## config.mk

```make
export PLATFORM = sky130hd
export DESIGN_NAME = alu_cond_unit
export DESIGN_NICKNAME = d
export VERILOG_FILES = /design/src/rtl/alu_cond_unit.sv
export SDC_FILE = /design/constraint.sdc
export NUM_CORES = 1
export LEC_CHECK = 0
export BUFFER_PORTS_ARGS = -buffer_cell sky130_fd_sc_hd__buf_4
export CAP_MARGIN = 20
export CORE_MARGIN = 2
export CORE_UTILIZATION = 30
export DETAILED_ROUTE_END_ITERATION = 12
export SYNTH_ARGS = -nofsm -noshare
export SYNTH_HDL_FRONTEND = slang
export SYNTH_SLANG_ARGS = --single-unit
export TNS_END_PERCENT = 10
```

## constraint.sdc

```tcl
create_clock -name clk -period 3.06 [get_ports clk]
set_clock_uncertainty 0.1 [all_clocks]
set_input_delay 0.459 -clock clk [delete_from_list [all_inputs] [get_ports clk]]
set_output_delay 0.459 -clock clk [all_outputs]
set_load 0.005 [all_outputs]
```

## src/rtl/alu_cond_unit.sv

```systemverilog
// Condition evaluation and NZCV flag register with a LIFO save/restore stack.
// Gates the execute-stage write strobes on the condition result.
module alu_cond_unit #(
    parameter int DEPTH = 4
) (
    input  logic       clk,
    input  logic       rst,
    input  logic       ex_valid,
    input  logic [3:0] ex_cond,
    input  logic [1:0] ex_flag_w,
    input  logic       ex_reg_w,
    input  logic       ex_mem_w,
    input  logic       ex_pcs,
    input  logic [3:0] alu_flags,
    input  logic       push,
    input  logic       pop,
    output logic       cond_ex,
    output logic       reg_write,
    output logic       mem_write,
    output logic       pc_src,
    output logic [3:0] flags,
    output logic       stk_full,
    output logic       stk_empty,
    output logic       stk_err
);

    localparam int PW = $clog2(DEPTH + 1);
    localparam int IW = $clog2(DEPTH);

    // ARM-style condition decode over {N,Z,C,V}; 4'hF is reserved and never passes.
    function automatic logic cond_pass(input logic [3:0] cond, input logic [3:0] f);
        logic n, z, c, v, res;
        {n, z, c, v} = f;
        case (cond)
            4'h0:    res = z;
            4'h1:    res = ~z;
            4'h2:    res = c;
            4'h3:    res = ~c;
            4'h4:    res = n;
            4'h5:    res = ~n;
            4'h6:    res = v;
            4'h7:    res = ~v;
            4'h8:    res = c & ~z;
            4'h9:    res = ~c | z;
            4'hA:    res = (n == v);
            4'hB:    res = (n != v);
            4'hC:    res = ~z & (n == v);
            4'hD:    res = z | (n != v);
            4'hE:    res = 1'b1;
            default: res = 1'b0;
        endcase
        return res;
    endfunction

    logic [3:0]    flags_r;
    logic [PW-1:0] count_r;
    logic          err_r;
    logic [3:0]    stack_r [DEPTH];

    logic          cond_ok_s;
    logic          full_s;
    logic          empty_s;
    logic          illegal_s;
    logic          push_ok_s;
    logic          pop_ok_s;
    logic [IW-1:0] wr_idx_s;
    logic [IW-1:0] rd_idx_s;
    logic [3:0]    flags_next_s;
    logic [PW-1:0] count_next_s;

    // Condition result, stack status and next-state selection.
    always_comb begin
        cond_ok_s    = cond_pass(ex_cond, flags_r);
        full_s       = (count_r == PW'(DEPTH));
        empty_s      = (count_r == {PW{1'b0}});
        illegal_s    = (push & pop) | (push & full_s) | (pop & empty_s);
        push_ok_s    = push & ~pop & ~full_s;
        pop_ok_s     = pop & ~push & ~empty_s;
        wr_idx_s     = count_r[IW-1:0];
        rd_idx_s     = IW'(count_r - PW'(1));
        flags_next_s = flags_r;
        count_next_s = count_r;
        if (ex_valid & cond_ok_s) begin
            if (ex_flag_w[1]) begin
                flags_next_s[3:2] = alu_flags[3:2];
            end else begin
                flags_next_s[3:2] = flags_r[3:2];
            end
            if (ex_flag_w[0]) begin
                flags_next_s[1:0] = alu_flags[1:0];
            end else begin
                flags_next_s[1:0] = flags_r[1:0];
            end
        end else begin
            flags_next_s = flags_r;
        end
        // A successful pop restores the saved flags over any ALU update.
        if (pop_ok_s) begin
            flags_next_s = stack_r[rd_idx_s];
            count_next_s = count_r - PW'(1);
        end else if (push_ok_s) begin
            count_next_s = count_r + PW'(1);
        end else begin
            count_next_s = count_r;
        end
    end

    // Flag register, stack pointer and error pulse.
    always_ff @(posedge clk or posedge rst) begin
        if (rst) begin
            flags_r <= 4'b0000;
            count_r <= {PW{1'b0}};
            err_r   <= 1'b0;
        end else begin
            flags_r <= flags_next_s;
            count_r <= count_next_s;
            err_r   <= illegal_s;
        end
    end

    // Stack storage needs no reset: entries above the pointer are never read.
    always_ff @(posedge clk) begin
        if (push_ok_s) begin
            stack_r[wr_idx_s] <= flags_r;
        end
    end

    assign cond_ex   = cond_ok_s;
    assign reg_write = ex_reg_w & cond_ok_s & ex_valid;
    assign mem_write = ex_mem_w & cond_ok_s & ex_valid;
    assign pc_src    = ex_pcs & cond_ok_s & ex_valid;
    assign flags     = flags_r;
    assign stk_full  = full_s;
    assign stk_empty = empty_s;
    assign stk_err   = err_r;

endmodule

```

==> results of run 1 <==
[layout make-up]
type                            instances  area share [%]
Timing Repair Buffer                   29            12.9
Tap cell                               52            3.84
Clock inverter                          1            1.77
Sequential cell                        24            40.2
Multi-Input combinational cell         84            37.7
Clock buffer                            3            2.44
Inverter                                5            1.26
[cells in the mapped netlist (4+ instances only)]
library cell	number	area [um2]
nand2_1	12	45.0
mux4_2	4	90.1
inv_1	4	15.0
nor2_1	6	22.5
nand4_1	5	31.3
dfrtp_1	8	200
and2_1	6	37.5
nand3_1	4	20.0
edfxtp_1	16	480
ha_1	6	75.1
and3_1	5	31.3
a21oi_1	4	20.0
[routing by layer]
metal,up-vias,track usage (%)
met1,479,16.3
met5,-,0
met2,36,21.0
met3,4,1.55
li1,497,-
met4,0,6.71
[registers in the layout, summed over array words and instances (netlist names)]
| register | flops |
|---|---|
| flags | 4 |
| count_r | 3 |
| stk_err | 1 |
| stack_r | 16 |
[cells by family (layout without fill, tap and decap cells)]
| group | after synthesis | in the layout |
|---|---|---|
| AOI/OAI and AO/OA | 19 | 19 |
| xor gates and xnor gates | 5 | 5 |
| adders and majority gates | 6 | 6 |
| buffers and inverters | 11 | 38 |
| DFF | 24 | 24 |
| muxes | 7 | 7 |
| and+or+nand+nor | 47 | 47 |
[worst paths after layout]
path,endpoint,depth (start not counted),from
min in group clk,stk_err,3,pop
max in group asynchronous,flags[3],2,rst
setup reg to reg,count_r[2],8,count_r[1]
setup / recovery,reg_write,7,flags[3]
hold reg to reg,count_r[0],2,count_r[0]
hold / removal,count_r[0],2,rst
[stage by stage]
step / power, mW / instance area, um2 / hold WS, ns / util [%] / worst slack [ns]
2_1_floorplan: 0.957 / 1380 / 0.175 / - / 0.706
3_3_place_gp: 1.15 / 1620 / 0.334 / 37.0 / 0.544
3_5_place_dp: 1.18 / 1620 / 0.332 / 37.0 / 0.516
4_1_cts: 1.46 / 1690 / 0.0399 / 38.6 / 0.230
5_1_grt: 1.56 / 1690 / 0.0451 / 38.6 / 0.0828
6_report: 1.44 / 1690 / 0.0398 / 38.6 / 0.244
[power breakdown]
group / internal [mW] / switching [mW]
sequential: 0.458 / 0.110
clock: 0.175 / 0.0999
combinational: 0.310 / 0.288
==> flow_summary_export.csv, run 1 <==
group,metric,value,unit
synthesis,synth_ff_type,"edfxtp_1",
clocking,tritoncts,"yes",
synthesis,ys_seq_elements,24,
sta,tightest_slew,0.686,ns
synthesis,ys_seq_area_share,49.2,%
clocking,holdBufCountCts,0,
setup_path,path_max_fanout,10,
setup_path,worstPathArrival,2.26,ns
floorplan,core_area,4380,um2
sta,relSlewSlack,54.2,%
floorplan,fp.dieW,71.9,um
routing,drc,0,
setup_path,required,2.50,ns
clocking,clockBufferDepth,2,
routing,vias,1016,
clocking,h-tree-depth,1,
setup_path,max_stage_delay,0.53,ns
setup_path,worstPathBufferInverterCount,2,
clocking,path_clk_slew,0.08,ns
synthesis,synthArstFlopShare,33.3,%
routing,wl_per_cell,15.3,um
floorplan,io_pins,29,
synthesis,synthAdderAreaFrac,5.43,%
floorplan,row_count,24,
setup_path,cp-start-kind,"register",
setup_path,slowest_stage,"dfrtp_1",
routing,drt-vias-per-instance,5.13,
routing,dr.pass1.iters,4,
setup_path,crit_family,"compound AO/OA/AOI/OAI gates",
place,dp.cells,194,
routing,wl_met1,1.29,mm
setup_path,ff2ff_setup_slack,0.67,ns
routing,dr_wl_met2,1.53,mm
synthesis,synth_compound_area_share,9.95,%
routing,initialDrtViolationCount,44,
grt,grt_util_all_layers,12.7,%
synthesis,synth_area_per_cell,11.6,um2
clocking,insertion_delay,0.26,ns
final_layout,multi_input_area,638,um2
power,powerDensity,850,nW/um2
synthesis,synthesis.nets,143,
run_status,status,"completed",
final_layout,final_cells,198,
floorplan,initial_utilization,31.5,%
sta,slew_viol_final,0,
final_layout,final_cell_mix,"29 x buf_4, 16 x edfxtp_1, 12 x nand2_1",
sta,setup_viol,0,
sta,finalCritPeriodShare,92.0,%
power,leakage,0.699,nW
routing,routed_wl,3.02,mm
synthesis,synth.area.mux_share,8.78,%
power,irDropWorstVdd,0.000365,V
grt,grt-ovfl-total,0,
grt,antenna_found_initial,0,
synthesis,synth-xor-area-share,3.17,%
sta,rsz0062_at_grt,"false",
grt,grt_pass1_vias,1046,
grt,grt_max_degree,16,
synthesis,ys.warnings.count,0,
run,drv_cap,0,
synthesis,ys_types,38,
place,placement.io_buffers,28,
synthesis,syn_inst,119,
setup_path,worstPathCellList,"xor2_1 > a22o_1 > a221oi_2 > and3_4 > inv_4 > and3_1 > buf_4",
final_layout,seqCellArea,681,um2
final_layout,fillers,449,
place,gp_congestion,0.769,
clocking,cts.sinks,24,
grt,grt_pass1_wl,4.97,mm
final_layout,final_common_cell,"buf_4",
final_layout,syn_to_final_growth,22.5,%
sta,finalSetupTns,0,ns
clocking,postCtsSetupBuffers,0,
setup_path,path_class,"reg2out",
place,dpl.hpwl,2.27,mm
floorplan,dieArea,5170,um2
final_layout,diodes,0,
sta,fin_crit,2.82,ns
synthesis,synth_edf_count,16,
synthesis,synthSimpleGateAreaFrac,18.8,%
routing,ant_nets,0,
min_path,hold_path.class,"in2async",
floorplan,die_y,71.9,um
routing,top_layer,"met4",
sta,max_freq,355,MHz
setup_path,critPathCaptureType,"output port",
routing,met3_wirelength,143,um
clocking,clockRootBuffer,"clkbuf_8",
clocking,numCtsBuffers,3,
final_layout,drive_gt1_share,28.1,%
synthesis,netlist_area,1380,um2
synthesis,synth_top_family_by_area,"simple AND/OR/NAND/NOR gates",
final_layout,nets,171,
sta,finalHoldViolations,0,
clocking,ctsResizeCount,0,
No activity file was read; power rests on OpenSTA's default activity.
==> run 2: changes to the inputs <==
==> constraint.sdc (replaced) <==
create_clock -name clk -period 3.06 [get_ports clk]
set_clock_uncertainty 0.1 [all_clocks]
set_input_delay 0.153 -clock clk [delete_from_list [all_inputs] [get_ports clk]]
set_output_delay 0.153 -clock clk [all_outputs]
set_load 0.005 [all_outputs]
==> run 2 against run 1 <==
Compared with the run above: sequential power is 3% higher; via count rose by 0.59%; die area did not move; non-clock buffer count did not move; hold slack improved by 0.013 ns; register-to-register slack lost 0.16 ns; flip-flop and latch count did not move; wire length is 2.8% lower; critical endpoint unchanged.
==> flow_summary_export.csv, run 2 (synthesis gave the netlist of run 1 again) <==
group,metric,value,unit
final_layout,diodes,0,
clocking,numCtsBuffers,3,
routing,drt-vias-per-instance,5.16,
min_path,hold_path.class,"in2reg",
setup_path,r2r_cells,8,
clocking,cts.sinks,24,
setup_path,regToRegStartpoint,"count_r[0]",
setup_path,worstPathArrival,2.31,ns
routing,ant_nets,0,
routing,vias,1022,
place,placed_area,1620,um2
setup_path,ff2ff_setup_slack,0.51,ns
clocking,insertion_delay,0.26,ns
sta,finalHoldViolations,0,
clocking,h-tree-depth,1,
sta,finalCritPeriodShare,83.6,%
floorplan,die_y,71.9,um
run,drv_cap,0,
routing,drc,0,
floorplan,core_area,4380,um2
floorplan,io_pins,29,
floorplan,fp.dieW,71.9,um
sta,finalSetupTns,0,ns
run_status,status,"completed",
setup_path,path_class,"reg2out",
power,irDropWorstVdd,0.000290,V
setup_path,critPathCaptureType,"output port",
setup_path,path_max_fanout,10,
setup_path,timing.rr.end,"count_r[2]",
final_layout,largest_register_ffs,16,
place,gp_congestion,0.838,
grt,grt_pass1_vias,1009,
final_layout,fin_area,1700,um2
final_layout,syn_to_final_growth,22.7,%
clocking,tritoncts,"yes",
grt,grt_util_all_layers,12.1,%
min_path,worstHoldEndpoint,"stk_err",
sta,tightest_slew,0.617,ns
final_layout,drive_gt1_share,27.4,%
floorplan,dieArea,5170,um2
final_layout,final_cell_mix,"28 x buf_4, 16 x edfxtp_1, 12 x nand2_1",
final_layout,nets,171,
place,dpl.hpwl,2.29,mm
floorplan,initial_utilization,31.5,%
routing,dr.pass1.iters,4,
sta,fin_crit,2.56,ns
final_layout,final_common_cell,"buf_4",
place,placement.io_buffers,28,
setup_path,max_stage_delay,0.55,ns
sta,rsz0062_at_grt,"false",
clocking,clockBufferDepth,2,
floorplan,row_count,24,
routing,routed_wl,2.94,mm
grt,antenna_found_initial,0,
setup_path,critPathLaunch,"flags[3]",
sta,slew_viol_final,0,
grt,grt-ovfl-total,0,
min_path,hold_path_depth,3,
grt,grt_pass1_wl,4.89,mm
clocking,path_clk_slew,0.08,ns
sta,setup_viol,0,
sta,relSlewSlack,58.8,%
sta,max_freq,391,MHz
routing,initialDrtViolationCount,50,
setup_path,cp-start-kind,"register",
setup_path,required,2.81,ns
routing,wl_per_cell,14.8,um
power,leakage,0.699,nW
clocking,clockRootBuffer,"clkbuf_8",
clocking,postCtsSetupBuffers,0,
power,powerDensity,839,nW/um2
setup_path,worstPathCellList,"xor2_1 > a22o_1 > a221oi_2 > and3_4 > inv_4 > and3_1 > buf_4",
final_layout,largest-register,"stack_r",
setup_path,slowest_stage,"dfrtp_1",
min_path,hold_start,"pop",
final_layout,fin_util,38.7,%
grt,grt_max_degree,16,
run 2: worst max path at each step:
stage	cells after the start	slack [ns]	endpoint
after floorplan	9	0.71	count_r[2]
after global placement	8	0.67	count_r[2]
after detailed placement	8	0.55	count_r[2]
after CTS	7	0.49	reg_write
after global routing	8	0.24	count_r[2]
final	7	0.50	reg_write
run 2: power breakdown:
part,switching [mW],internal [mW]
registers,0.128,0.458
clock network,0.0956,0.175
logic,0.265,0.302
total,0.488,0.935
run 2: per-stage QoR:
stage / total power [mW] / setup slack [ns] / instances / hold slack (ns)
finish: 1.42 / 0.501 / 198 / 0.0527
global route: 1.53 / 0.235 / 198 / 0.0837
CTS: 1.43 / 0.489 / 198 / 0.0590
detailed placement: 1.16 / 0.548 / 193 / 0.0450
global placement: 1.14 / 0.672 / 193 / 0.0417
floorplan: 0.957 / 0.706 / 119 / -0.131
run 2: worst max-delay path, delay by kind of cell, from the launching register on:
family	cells	cell delay [ns]
compound gates	2	0.63
xor+xnor	1	0.23
buf+inv	2	0.17
flops	1	0.55
simple gates	2	0.47
run 2: area by class of cell:
cell class,count,area (um2)
repair buffers,29,220
flip-flops and latches,24,681
well taps,52,65.1
multi-input cells,84,638
clock inverters,1,30.0
inverters,5,21.3
clock buffers,3,41.3
fillers,426,2690
run 2: metal layers:
layer / track usage [%] / part of all wire (%)
met1: 16.5 / 46
met2: 20.7 / 50
met3: 0.141 / 2.2
met4: 4.40 / 1.4
met5: 0 / 0
run 2: what timing repair did:
| item | CTS | global route |
|---|---|---|
| hold endpoints to repair | 8 | 0 |
| resized for setup | 0 | 0 |
| hold buffers | 1 | 0 |
